### src/rtl/fetch_controller_if.sv
// fetch_controller_if: memory, redirect and decode handshake signals of the fetch controller.
interface fetch_controller_if;
  logic [31:0] imem_addr;
  logic [31:0] imem_data;
  logic        redirect_valid;
  logic [31:0] redirect_pc;
  logic        inst_valid;
  logic [31:0] inst;
  logic [31:0] inst_pc;
  logic        inst_ready;
  modport master (
    output imem_addr, inst_valid, inst, inst_pc,
    input  imem_data, redirect_valid, redirect_pc, inst_ready
  );
  modport slave (
    input  imem_addr, inst_valid, inst, inst_pc,
    output imem_data, redirect_valid, redirect_pc, inst_ready
  );
endinterface

### src/rtl/fetch_controller.sv
// fetch_controller: PC sequencer streaming fetched words into a 2-entry buffer toward decode.
// Optional FETCH_BOUNDS_CHECK_EN halts with fault on out-of-range fetch.
module fetch_controller #(
  parameter logic [31:0] RESET_PC   = 32'h0000_0000,
  parameter logic [31:0] IMEM_DEPTH = 32,
  parameter logic [31:0] HALT_WORD  = 32'hFFFF_FFFF
) (
  input  logic clk,
  input  logic rst,
  input  logic run,
  fetch_controller_if.master bus,
  output logic halted,
  output logic fault
);
  typedef enum logic [1:0] {IDLE, FETCH, HALT} state_t;
  state_t state, nxt;
  logic [31:0] pc;
  logic [31:0] d [2];
  logic [31:0] p [2];
  logic [1:0] count;
  logic rd, wr, deq, space, active, oob, hit, enq;
  assign bus.imem_addr  = {2'b00, pc[31:2]};
  assign bus.inst_valid = count != 2'd0;
  assign bus.inst       = d[rd];
  assign bus.inst_pc    = p[rd];
  assign deq    = bus.inst_valid && bus.inst_ready;
  assign space  = !count[1] || deq;
  assign wr     = rd ^ count[0];
  // Fetch follows run directly so the first word issues in the cycle run rises.
  assign active = run && state != HALT && space && !bus.redirect_valid;
`ifdef FETCH_BOUNDS_CHECK_EN
  assign oob = bus.imem_addr >= IMEM_DEPTH;
`else
  assign oob = 1'b0;
`endif
  assign hit = active && !oob && bus.imem_data == HALT_WORD;
  assign enq = active && !oob && !hit;
  always_comb
    nxt = bus.redirect_valid ? (run ? FETCH : IDLE) :
          state == HALT ? HALT :
          (active && (oob || hit)) ? HALT :
          run ? FETCH : IDLE;
  always_ff @(posedge clk) begin
    if (rst) begin
      state  <= IDLE;
      halted <= 1'b0;
      fault  <= 1'b0;
      pc     <= RESET_PC;
      count  <= 2'd0;
      rd     <= 1'b0;
      d      <= '{32'h0, 32'h0};
      p      <= '{32'h0, 32'h0};
    end else begin
      state  <= nxt;
      halted <= nxt == HALT;
      fault  <= bus.redirect_valid ? 1'b0 : fault | (active && oob);
      rd     <= rd ^ deq;
      count  <= bus.redirect_valid ? 2'd0 : count + 2'(enq) - 2'(deq);
      pc     <= bus.redirect_valid ? (bus.redirect_pc & 32'hFFFF_FFFC) : enq ? pc + 32'd4 : pc;
      if (enq) begin
        d[wr] <= bus.imem_data;
        p[wr] <= pc;
      end
    end
  end
endmodule
### src/flat_wrapper.sv
// flat-port wrapper written by rule: the top's interface ports become plain ports
module fetch_controller_flat 
#(
  parameter logic [31:0] RESET_PC   = 32'h0000_0000,
  parameter logic [31:0] IMEM_DEPTH = 32,
  parameter logic [31:0] HALT_WORD  = 32'hFFFF_FFFF
)
  (clk, rst, run, halted, fault, bus_imem_addr, bus_inst_valid, bus_inst, bus_inst_pc, bus_imem_data, bus_redirect_valid, bus_redirect_pc, bus_inst_ready);
  fetch_controller_if bus_i ();
  input  logic clk;
  input  logic rst;
  input  logic run;
  output logic halted;
  output logic fault;
  output wire logic [$bits(bus_i.imem_addr)-1:0] bus_imem_addr;
  output wire logic [$bits(bus_i.inst_valid)-1:0] bus_inst_valid;
  output wire logic [$bits(bus_i.inst)-1:0] bus_inst;
  output wire logic [$bits(bus_i.inst_pc)-1:0] bus_inst_pc;
  input wire logic [$bits(bus_i.imem_data)-1:0] bus_imem_data;
  input wire logic [$bits(bus_i.redirect_valid)-1:0] bus_redirect_valid;
  input wire logic [$bits(bus_i.redirect_pc)-1:0] bus_redirect_pc;
  input wire logic [$bits(bus_i.inst_ready)-1:0] bus_inst_ready;
  assign bus_imem_addr = bus_i.imem_addr;
  assign bus_inst_valid = bus_i.inst_valid;
  assign bus_inst = bus_i.inst;
  assign bus_inst_pc = bus_i.inst_pc;
  assign bus_i.imem_data = bus_imem_data;
  assign bus_i.redirect_valid = bus_redirect_valid;
  assign bus_i.redirect_pc = bus_redirect_pc;
  assign bus_i.inst_ready = bus_inst_ready;
  fetch_controller #(.RESET_PC(RESET_PC), .IMEM_DEPTH(IMEM_DEPTH), .HALT_WORD(HALT_WORD)) u_core (.clk(clk), .rst(rst), .run(run), .bus(bus_i), .halted(halted), .fault(fault));
endmodule
### config.mk
export PLATFORM = sky130hd
export DESIGN_NAME = fetch_controller_flat
export DESIGN_NICKNAME = d
export VERILOG_FILES = /design/src/rtl/fetch_controller_if.sv /design/src/rtl/fetch_controller.sv /design/src/flat_wrapper.sv
export SDC_FILE = /design/constraint.sdc
export NUM_CORES = 1
export LEC_CHECK = 0
export ABC_AREA = 1
export CAP_MARGIN = 20
export CORE_AREA = 10 10 152 154
export CTS_BUF_LIST = sky130_fd_sc_hd__clkbuf_2 sky130_fd_sc_hd__clkbuf_4 sky130_fd_sc_hd__clkbuf_8
export CTS_CLUSTER_SIZE = 28
export DETAILED_ROUTE_END_ITERATION = 6
export DIE_AREA = 0 0 162 164
export GPL_TIMING_DRIVEN = 0
export PLACE_DENSITY = 0.65
export SLEW_MARGIN = 10
export SYNTH_ARGS = -nofsm -noshare
export SYNTH_HDL_FRONTEND = slang
export SYNTH_SLANG_ARGS = --single-unit
export TNS_END_PERCENT = 30
### constraint.sdc
create_clock -name clk -period 4.07 [get_ports clk]
set_input_delay 0.6105 -clock clk [delete_from_list [all_inputs] [get_ports clk]]
set_output_delay 0.6105 -clock clk [all_outputs]
set_load 0.02 [all_outputs]
==> impl_metrics.py <==
metrics = {
    "status": {
        "status": "finished, final reports clean",
    },
    "drt": {
        "drtIter0Drc": 679,
        "drc_errors": 0,
        "post_drt_wl_per_cell_um": 15.59,
        "viasPerCell": 4.874,
        "first_pass_iters": 5,
        "wl_um": 26590,
        "antenna_violating_nets_post_route": 0,
        "vias": 8311,
    },
    "clock_tree": {
        "cts_buffer_depth": 2,
        "postCtsResizedCells": 0,
        "cts_max_level": 4,
        "clockRootBuffer": "clkbuf_8",
        "cts_hold_buf": 0,
        "cts_buffers": 17,
        "cts_tree": "built",
        "insertion_delay_ps": 470,
        "post-cts-setup-buffers": 0,
        "path_clk_slew_ps": 90,
        "cts.sinks": 160,
    },
    "synth": {
        "synth_area_leaders": "dfxtp_1, nor2_1, nand2_1",
        "ys_seq_elements": 160,
        "synth_cell_types": 34,
        "netlist_area_mm2": 0.007943,
        "ys_seq_area_share_pct": 40.33,
        "yosys_warnings": 0,
        "synth_top_area_share_pct": 40.33,
        "synth_top_area_cell": "dfxtp_1",
        "syn_inst": 1241,
        "avgSynthCellArea_um2": 6.400,
    },
    "placed_design": {
        "gp_congestion": 0.9674,
        "io_buffers": 158,
        "hpwl_um": 19740,
        "preCtsSetupSlack_ps": 1100,
        "place_area_mm2": 0.009877,
    },
    "critical_path": {
        "cp.required_ps": 3460,
        "crit_path_max_incr_delay_ps": 670,
        "critical_path_class": "flip-flop to output pin",
        "worstSetupEndpointType": "output pin",
        "worst_setup_path_start_kind": "flip-flop",
        "crit_fanout": 10,
        "rr_worst_depth": 12,
        "worstPathCellList": "buf_6, clkbuf_1, buf_1, nand2_1, o21ai_0, clkdlybuf4s50_1",
        "crit_slowest_cell": "clkdlybuf4s50_1",
        "crit_arrival_ps": 2800,
    },
    "cells_and_area": {
        "final_cell_mix": "nor2_1, nand2_1, o21ai_0",
        "final_cell_area_mm2": 0.01032,
        "drive_above_1_share_pct": 6.132,
        "final.fill_count": 2092,
        "antenna_cells": 0,
        "final_common_cell": "nor2_1",
        "area_growth_pct": 29.90,
        "utilization_pct": 51.49,
        "final_nets": 1494,
    },
    "sta": {
        "fin_crit_sh_pct": 83.76,
        "drv_slew": 0,
        "hold_viol": 0,
        "fin_crit_ps": 3409,
        "tns_ps": 0,
        "grt_setup_unrepaired": "false",
        "relSlewSlack_pct": 56.21,
        "finalClockSkew_ps": 20.84,
        "setup_slack_ps": 660.8,
        "fmax_mhz": 293.3,
        "tightest_slew_ps": 656.8,
        "setup_viol": 0,
    },
    "hold_path": {
        "hold_path_depth": 2,
        "worstHoldPathType": "flip-flop to flip-flop",
    },
    "global_route": {
        "grt_pass1_vias": 7768,
        "grt_first_pass_wirelength_um": 42030,
        "antenna_found_initial": 0,
        "grt_use_total_pct": 19.71,
        "grt_start_max_net_pins": 17,
        "globalRouteOverflowTotal": 0,
    },
    "run": {
        "drv_cap": 0,
    },
    "floorplanning": {
        "dieArea_mm2": 0.02657,
        "die_w_um": 162,
        "rows": 52,
        "dieHeight_um": 164,
        "start_util_pct": 39.64,
        "ioPinCount": 168,
        "core_mm2": 0.02004,
    },
    "power": {
        "ir_drop_v": 0.0001981,
        "p_per_area_mw_per_mm2": 364.4,
        "p_leak_uw": 0.004442,
    },
}
flip-flops by register name (all words and copies together) (netlist names):
register / count
u_core.d: 64
u_core.p: 60
u_core.pc: 30
u_core.count: 2
u_core.state: 2
u_core.halted: 1
u_core.rd: 1
layer usage:
metal / part of all wire [%] / track usage (%) / vias up / wire length [um]
met5: 0 / 0 / - / 0
met4: 1.4 / 5.418 / 0 / 379
met3: 7.0 / 4.931 / 28 / 1851
met2: 45 / 31.51 / 267 / 12080
met1: 46 / 25.88 / 3789 / 12270
li1: - / - / 4227 / -
critical path: cells and delay by family (launching register included):
kind	cells	cell delay [ps]
flops	1	330
simple gates	1	90
buf+inv	4	1760
compound gates	1	140
power breakdown:
group | total [uW] | leakage, uW | internal [uW] | switching [uW]
Clock | 1320 | 0.000221 | 646 | 678
Combinational | 700 | 0.00291 | 298 | 402
Sequential | 1730 | 0.00131 | 1660 | 77.1
Total | 3760 | 0.00444 | 2600 | 1160
per-stage QoR:
step                power, uW  hold slack (ps)  cells
floorplan                2130            441.2   1245
global placement         2465            451.7   1673
detailed placement       2472            459.3   1673
CTS                      3783            471.7   1705
global route             3937            520.4   1705
finish                   3759            480.1   1705
cell families (layout without fill, tap and decap cells):
| group | after synthesis | in the layout | synth area share, % |
|---|---|---|---|
| compound gates | 209 | 209 | 13.33 |
| xor+xnor | 4 | 4 | 0.5357 |
| fa+ha+maj | 3 | 3 | 0.4726 |
| buf+inv | 192 | 382 | 11.07 |
| flops | 160 | 160 | 40.33 |
| mux | 2 | 2 | 0.2835 |
| other cells | 1 | 5 | 0.04721 |
| simple gates | 670 | 670 | 33.93 |
synthesized netlist by cell type:
library cell  count
nand2_1         271
conb_1            1
xor2_1            1
mux2_2            2
buf_2            12
nor2_2            3
nor3_1            1
o21bai_1          4
o21ai_0         166
a31oi_1           2
nand2_2           2
nor3_4            1
nand3b_1          2
xnor2_1           2
nor2_4            2
dfxtp_1         160
nand2_4           3
a21oi_1          17
ha_1              3
inv_2             1
inv_1           114
clkbuf_1         33
buf_1             7
o21ai_1          20
xnor2_2           1
nor2_1          309
nand4_1           3
buf_4             8
or2_2             4
clkinv_1          1
clkbuf_2          1
nand3_2           1
buf_6            15
nand3_1          68
worst paths after layout:
kind	startpoint	end	slack, ps
worst max-delay path	u_core.rd$_SDFF_PP0_	bus_inst_pc[30]	660
worst min-delay path	u_core.p[2]$_SDFFE_PP0P_	u_core.p[2]$_SDFFE_PP0P_	480
worst max register to register	u_core.pc[3]$_SDFFE_PP0P_	u_core.pc[24]$_SDFFE_PP0P_	1950
worst min register to register	u_core.p[2]$_SDFFE_PP0P_	u_core.p[2]$_SDFFE_PP0P_	480
cell type report:
| cell class | count | area [um2] | area share, % |
|---|---|---|---|
| Timing Repair Buffer | 158 | 1582 | 15.33 |
| Multi-Input combinational cell | 893 | 3875 | 37.56 |
| Inverter | 116 | 435.4 | 4.220 |
| Clock inverter | 14 | 192.7 | 1.868 |
| Clock buffer | 18 | 247.7 | 2.401 |
| Tap cell | 270 | 337.8 | 3.274 |
| Sequential cell | 160 | 3203 | 31.05 |
| Buffer | 76 | 444.2 | 4.305 |
Note: power is estimated with default switching activity, not from simulation.
